===== src/rtl/sobel_pkg.sv =====
// Shared widths, window tap offsets and types for the Sobel Gx engine.
package sobel_pkg;

    localparam int unsigned PIXEL_W  = 8;
    localparam int unsigned OUT_W    = 16;
    localparam int unsigned NUM_TAPS = 9;
    localparam int unsigned WIN_W    = NUM_TAPS * PIXEL_W;
    // a + 2b + c of three PIXEL_W values needs PIXEL_W+2 bits; one spare keeps it 11 wide
    localparam int unsigned SUM_W    = PIXEL_W + 3;

    // Bit offsets of each tap in the row-major window, p0 at the MSBs
    localparam int unsigned P0 = 8 * PIXEL_W;
    localparam int unsigned P1 = 7 * PIXEL_W;
    localparam int unsigned P2 = 6 * PIXEL_W;
    localparam int unsigned P3 = 5 * PIXEL_W;
    localparam int unsigned P4 = 4 * PIXEL_W;
    localparam int unsigned P5 = 3 * PIXEL_W;
    localparam int unsigned P6 = 2 * PIXEL_W;
    localparam int unsigned P7 = 1 * PIXEL_W;
    localparam int unsigned P8 = 0;

    typedef logic [PIXEL_W-1:0]       pixel_t;
    typedef logic [SUM_W-1:0]         colsum_t;
    typedef logic [WIN_W-1:0]         window_t;
    typedef logic signed [OUT_W-1:0]  grad_t;

    // Extract one pixel from a packed window at a tap offset
    function automatic pixel_t tap(input window_t w, input int unsigned off);
        return w[off +: PIXEL_W];
    endfunction

endpackage


===== src/rtl/sobel_col_sum.sv =====
// Weighted column sum a + 2*b + c used for the left and right Sobel columns.
module sobel_col_sum
    import sobel_pkg::*;
(
    input  pixel_t  a_i,
    input  pixel_t  b_i,
    input  pixel_t  c_i,
    output colsum_t sum_c_o
);

    // Zero-extend each pixel before summing so no carry is lost
    always_comb begin
        sum_c_o = SUM_W'(a_i) + (SUM_W'(b_i) << 1) + SUM_W'(c_i);
    end

endmodule


===== src/rtl/sobel_compute_engine.sv =====
// Three-stage pipelined Sobel horizontal-gradient engine, one window per cycle.
module sobel_compute_engine
    import sobel_pkg::*;
(
    input  logic                    clk,
    input  logic                    rst,
    input  logic                    enable,
    input  logic                    valid_in,
    input  logic [WIN_W-1:0]        pixels_3x3,
    output logic                    valid_out,
    output logic signed [OUT_W-1:0] gradient_x,
    output logic                    busy
);

    window_t window_q, window_d;
    logic    s1_valid_q, s1_valid_d;
    colsum_t right_q, right_d;
    colsum_t left_q, left_d;
    logic    s2_valid_q, s2_valid_d;
    grad_t   grad_q, grad_d;
    logic    s3_valid_q, s3_valid_d;
    logic    valid_out_q, valid_out_d;
    logic    busy_q;
    colsum_t right_sum;
    colsum_t left_sum;

    sobel_col_sum u_right_col (
        .a_i     (tap(window_q, P2)),
        .b_i     (tap(window_q, P5)),
        .c_i     (tap(window_q, P8)),
        .sum_c_o (right_sum)
    );

    sobel_col_sum u_left_col (
        .a_i     (tap(window_q, P0)),
        .b_i     (tap(window_q, P3)),
        .c_i     (tap(window_q, P6)),
        .sum_c_o (left_sum)
    );

    // Next-state: every stage holds unless enable; valid_out only pulses on an advancing edge
    always_comb begin
        window_d    = window_q;
        s1_valid_d  = s1_valid_q;
        right_d     = right_q;
        left_d      = left_q;
        s2_valid_d  = s2_valid_q;
        grad_d      = grad_q;
        s3_valid_d  = s3_valid_q;
        valid_out_d = 1'b0;
        if (enable) begin
            if (valid_in) begin
                window_d = pixels_3x3;
            end
            s1_valid_d  = valid_in;
            right_d     = right_sum;
            left_d      = left_sum;
            s2_valid_d  = s1_valid_q;
            s3_valid_d  = s2_valid_q;
            valid_out_d = s2_valid_q;
            // gradient_x keeps its last result when no window completes
            if (s2_valid_q) begin
                grad_d = grad_t'(OUT_W'(right_q) - OUT_W'(left_q));
            end
        end
    end

    // Pipeline registers with synchronous reset
    always_ff @(posedge clk) begin
        if (rst) begin
            window_q    <= '0;
            s1_valid_q  <= 1'b0;
            right_q     <= '0;
            left_q      <= '0;
            s2_valid_q  <= 1'b0;
            grad_q      <= '0;
            s3_valid_q  <= 1'b0;
            valid_out_q <= 1'b0;
            busy_q      <= 1'b0;
        end else begin
            window_q    <= window_d;
            s1_valid_q  <= s1_valid_d;
            right_q     <= right_d;
            left_q      <= left_d;
            s2_valid_q  <= s2_valid_d;
            grad_q      <= grad_d;
            s3_valid_q  <= s3_valid_d;
            valid_out_q <= valid_out_d;
            busy_q      <= s1_valid_d | s2_valid_d | s3_valid_d;
        end
    end

    assign valid_out  = valid_out_q;
    assign gradient_x = grad_q;
    assign busy       = busy_q;

endmodule


===== config.mk =====
export PLATFORM = sky130hd
export DESIGN_NAME = sobel_compute_engine
export DESIGN_NICKNAME = d
export VERILOG_FILES = /design/src/rtl/sobel_pkg.sv /design/src/rtl/sobel_col_sum.sv /design/src/rtl/sobel_compute_engine.sv
export SDC_FILE = /design/constraint.sdc
export NUM_CORES = 1
export LEC_CHECK = 0
export CORE_UTILIZATION = 47
export DETAILED_ROUTE_END_ITERATION = 16
export PLACE_DENSITY = 0.77
export SLEW_MARGIN = 10
export SYNTH_ARGS = -nofsm -noshare
export SYNTH_HDL_FRONTEND = slang
export SYNTH_SLANG_ARGS = --single-unit
export TNS_END_PERCENT = 1

===== constraint.sdc =====
create_clock -name clk -period 2.75 [get_ports clk]
set_input_delay 0.55 -clock clk [delete_from_list [all_inputs] [get_ports clk]]
set_output_delay 0.55 -clock clk [all_outputs]
set_load 0.01 [all_outputs]

==> impl_metrics.py <==
metrics = {
    "placed_design": {
        "dp.cells": 713,
        "place.gp.congestion": 0.878,
        "post-dp-hpwl_mm": 7.52,
        "io_buffers": 69,
    },
    "layout": {
        "diodes": 0,
        "final_cells": 729,
        "layout.nets": 716,
        "final_common_cell": "nand2_1",
        "drive_gt1_frac": 0.0583,
        "layout_common_cells": "nand2_1, dfxtp_1, clkdlybuf4s50_1",
        "synthToLayoutAreaGrowth_pct": 21.4,
    },
    "global_routing": {
        "grt_max_degree": 49,
        "grt_antenna_before_repair": 0,
        "grt_pass1_vias": 3686,
        "grt_overflow_total": 0,
        "grt_usage": 0.208,
        "grt_pass1_wl_mm": 16.8,
    },
    "detailed_routing": {
        "dr.pass1.iters": 4,
        "vias": 3961,
        "dr_wl_met3_um": 392,
        "wl_per_cell_um": 13.7,
        "vias_per_cell": 5.43,
        "routed_wl_mm": 9.97,
        "routed.top_layer": "met4",
        "wl_met2_mm": 4.65,
        "drt_iter0_markers": 189,
        "met1_length_mm": 4.84,
        "postRouteAntennaNets": 0,
        "drc_errors": 0,
    },
    "worst_setup_path": {
        "cp.arrival_ns": 2.84,
        "max_stage_delay_ns": 0.53,
        "crit_path_start_kind": "flip-flop",
        "cp_max_fo": 3,
        "crit_slowest_cell": "fa_1",
        "crit_type": "reg2reg",
        "worst_ep_required_time_ns": 2.99,
        "critPathMostFrequentCell": "inv_1",
        "worstSetupEndpointType": "flip-flop",
        "worstPathCellList": "inv_1 > fa_1 > inv_1 > ha_1 > fa_2 > a211o_1 > a2111oi_4 > nor3b_1 > o31a_1",
    },
    "die": {
        "fp.dieW_um": 101,
        "chipHeight_um": 101,
        "die_area_um2": 10200,
        "io_pins": 94,
        "core_area_um2": 9370,
        "start_util": 0.490,
        "rows": 35,
    },
    "timing": {
        "fin_crit_ns": 2.60,
        "max_freq_ghz": 0.385,
        "rsz0062_at_grt": "false",
        "tns_ns": 0,
        "clock_skew_ns": 0.00793,
        "worst_pin_slew_ns": 0.548,
        "setup_violations": 0,
        "slew_headroom": 0.631,
        "hold_violations": 0,
        "layout_worst_path_cycle_share": 0.944,
        "finalMaxSlewViolations": 0,
    },
    "clock_tree": {
        "cts.sinks": 85,
        "cts_tree": "done",
        "cts-root-buf": "clkbuf_8",
        "clock_path_buffers": 2,
        "worstSkewPairLatency_ns": 0.35,
        "postCtsSetupRepairBufs": 0,
        "cts-buffers-inserted": 9,
        "h-tree-depth": 3,
        "clkSlewWorstSetupHoldPaths_ns": 0.09,
    },
    "logic_synthesis": {
        "syn_nets": 662,
        "ys.flop_type": "dfxtp_1",
        "synthArstFlopShare": 0,
        "ys_seq_area_frac": 0.370,
        "syn_avg_cell_area_um2": 8.49,
        "syn-cell-area_um2": 4590,
        "synth_top_area_cell": "dfxtp_1",
        "synth_top_area_share": 0.370,
        "ys_warn_count": 0,
        "synth.distinct_cells": 57,
        "synthesis.instances": 541,
        "synth_seq_cells": 85,
        "synthTopCellsByArea": "dfxtp_1, nand2_1, ha_1",
        "synth_edf_count": 0,
    },
    "flow_run": {
        "maxCapViolations": 0,
    },
    "power_and_ir_drop": {
        "peakVddDrop_v": 0.000314,
        "p_per_area_nw_per_um2": 506,
        "p_int_w": 0.00202,
        "pwr-share-clk": 0.328,
        "swShare": 0.284,
        "power_leakage_nw": 2.27,
        "seq_power_share": 0.471,
        "p_sw_w": 0.000800,
        "power_frac_comb": 0.201,
    },
    "hold_path": {
        "hold_class": "reg2reg",
    },
    "status": {
        "outcome": "complete, no violations",
    },
}
cell usage after synthesis (6+ instances only):
library cell	number
nor2_1	28
o21a_1	11
a211o_1	9
o211ai_1	8
nand3_1	11
a21o_1	6
inv_1	24
nand2_1	115
nor3_1	9
nor4_1	7
dfxtp_1	85
a211oi_1	11
o21ai_0	6
mux2i_1	7
ha_1	28
clkbuf_1	13
a21oi_1	62
buf_4	6
buf_2	12
fa_1	17
per-stage QoR:
stage | setup WS (ns) | hold WS (ns) | power (W) | area, um^2 | util
floorplan | 0.148 | 0.436 | 0.00173 | 4590 | -
global placement | 0.105 | 0.448 | 0.00190 | 5350 | 0.571
detailed placement | 0.0665 | 0.450 | 0.00192 | 5350 | 0.571
CTS | 0.0539 | 0.463 | 0.00283 | 5560 | 0.593
global route | 0.0411 | 0.482 | 0.00296 | 5580 | 0.595
finish | 0.153 | 0.458 | 0.00282 | 5580 | 0.595
per-layer routing:
layer  track usage  vias to the layer above
met5             0                        -
met4        0.0479                        0
met3        0.0374                        8
met2         0.350                       90
met1         0.279                     1862
li1              -                     2001
final timing paths:
kind,cells past startpoint,slack (ns),startpoint,endpoint
max,9,0.15,window_q[1],right_q[9]
max reg2reg,9,0.15,window_q[1],right_q[9]
min reg2reg,2,0.46,gradient_x[3],gradient_x[3]
min,2,0.46,gradient_x[3],gradient_x[3]
registers in the layout (all words and copies together), names as in the netlist:
name	flops
right_q	10
window_q	48
gradient_x	12
valid_out	1
s1_valid_q	1
s2_valid_q	1
left_q	10
s3_valid_q	1
busy	1
critical path, delay by kind of cell, from the launching register on:
kind | cells | cell delay, ns
fa+ha+maj | 3 | 1.11
compound gates | 3 | 0.86
flops | 1 | 0.34
buf+inv | 2 | 0.10
simple gates | 1 | 0.08
cell families after synthesis:
family	after synthesis	share of synthesized area
and+or+nand+nor	199	0.193
DFF	85	0.370
adders and majority gates	45	0.150
AOI/OAI and AO/OA	143	0.210
buffers and inverters	60	0.0572
muxes	7	0.0153
xor gates and xnor gates	2	0.00381
power by group through the flow:
stage | clock (W) | combinational (W) | sequential, W
6_report | 0.000924 | 0.000568 | 0.00133
4_1_cts | 0.000934 | 0.000566 | 0.00133
2_1_floorplan | 0 | 0.000381 | 0.00135
5_1_grt | 0.000992 | 0.000634 | 0.00134
3_3_place_gp | 0 | 0.000546 | 0.00135
3_5_place_dp | 0 | 0.000560 | 0.00136
cell type report:
| type | instances | area, um^2 |
|---|---|---|
| Clock buffer | 11 | 151 |
| Clock inverter | 5 | 58.8 |
| Fill cell | 853 | 3790 |
| Inverter | 25 | 93.8 |
| Multi-Input combinational cell | 396 | 2640 |
| Sequential cell | 85 | 1700 |
| Tap cell | 129 | 161 |
| Timing Repair Buffer | 78 | 766 |
timing repair:
item	in CTS	in global routing
hold buffers	0	0
endpoints found under the setup margin	0	1
gates resized for setup	0	2
Note: power is estimated with default switching activity, not from simulation.
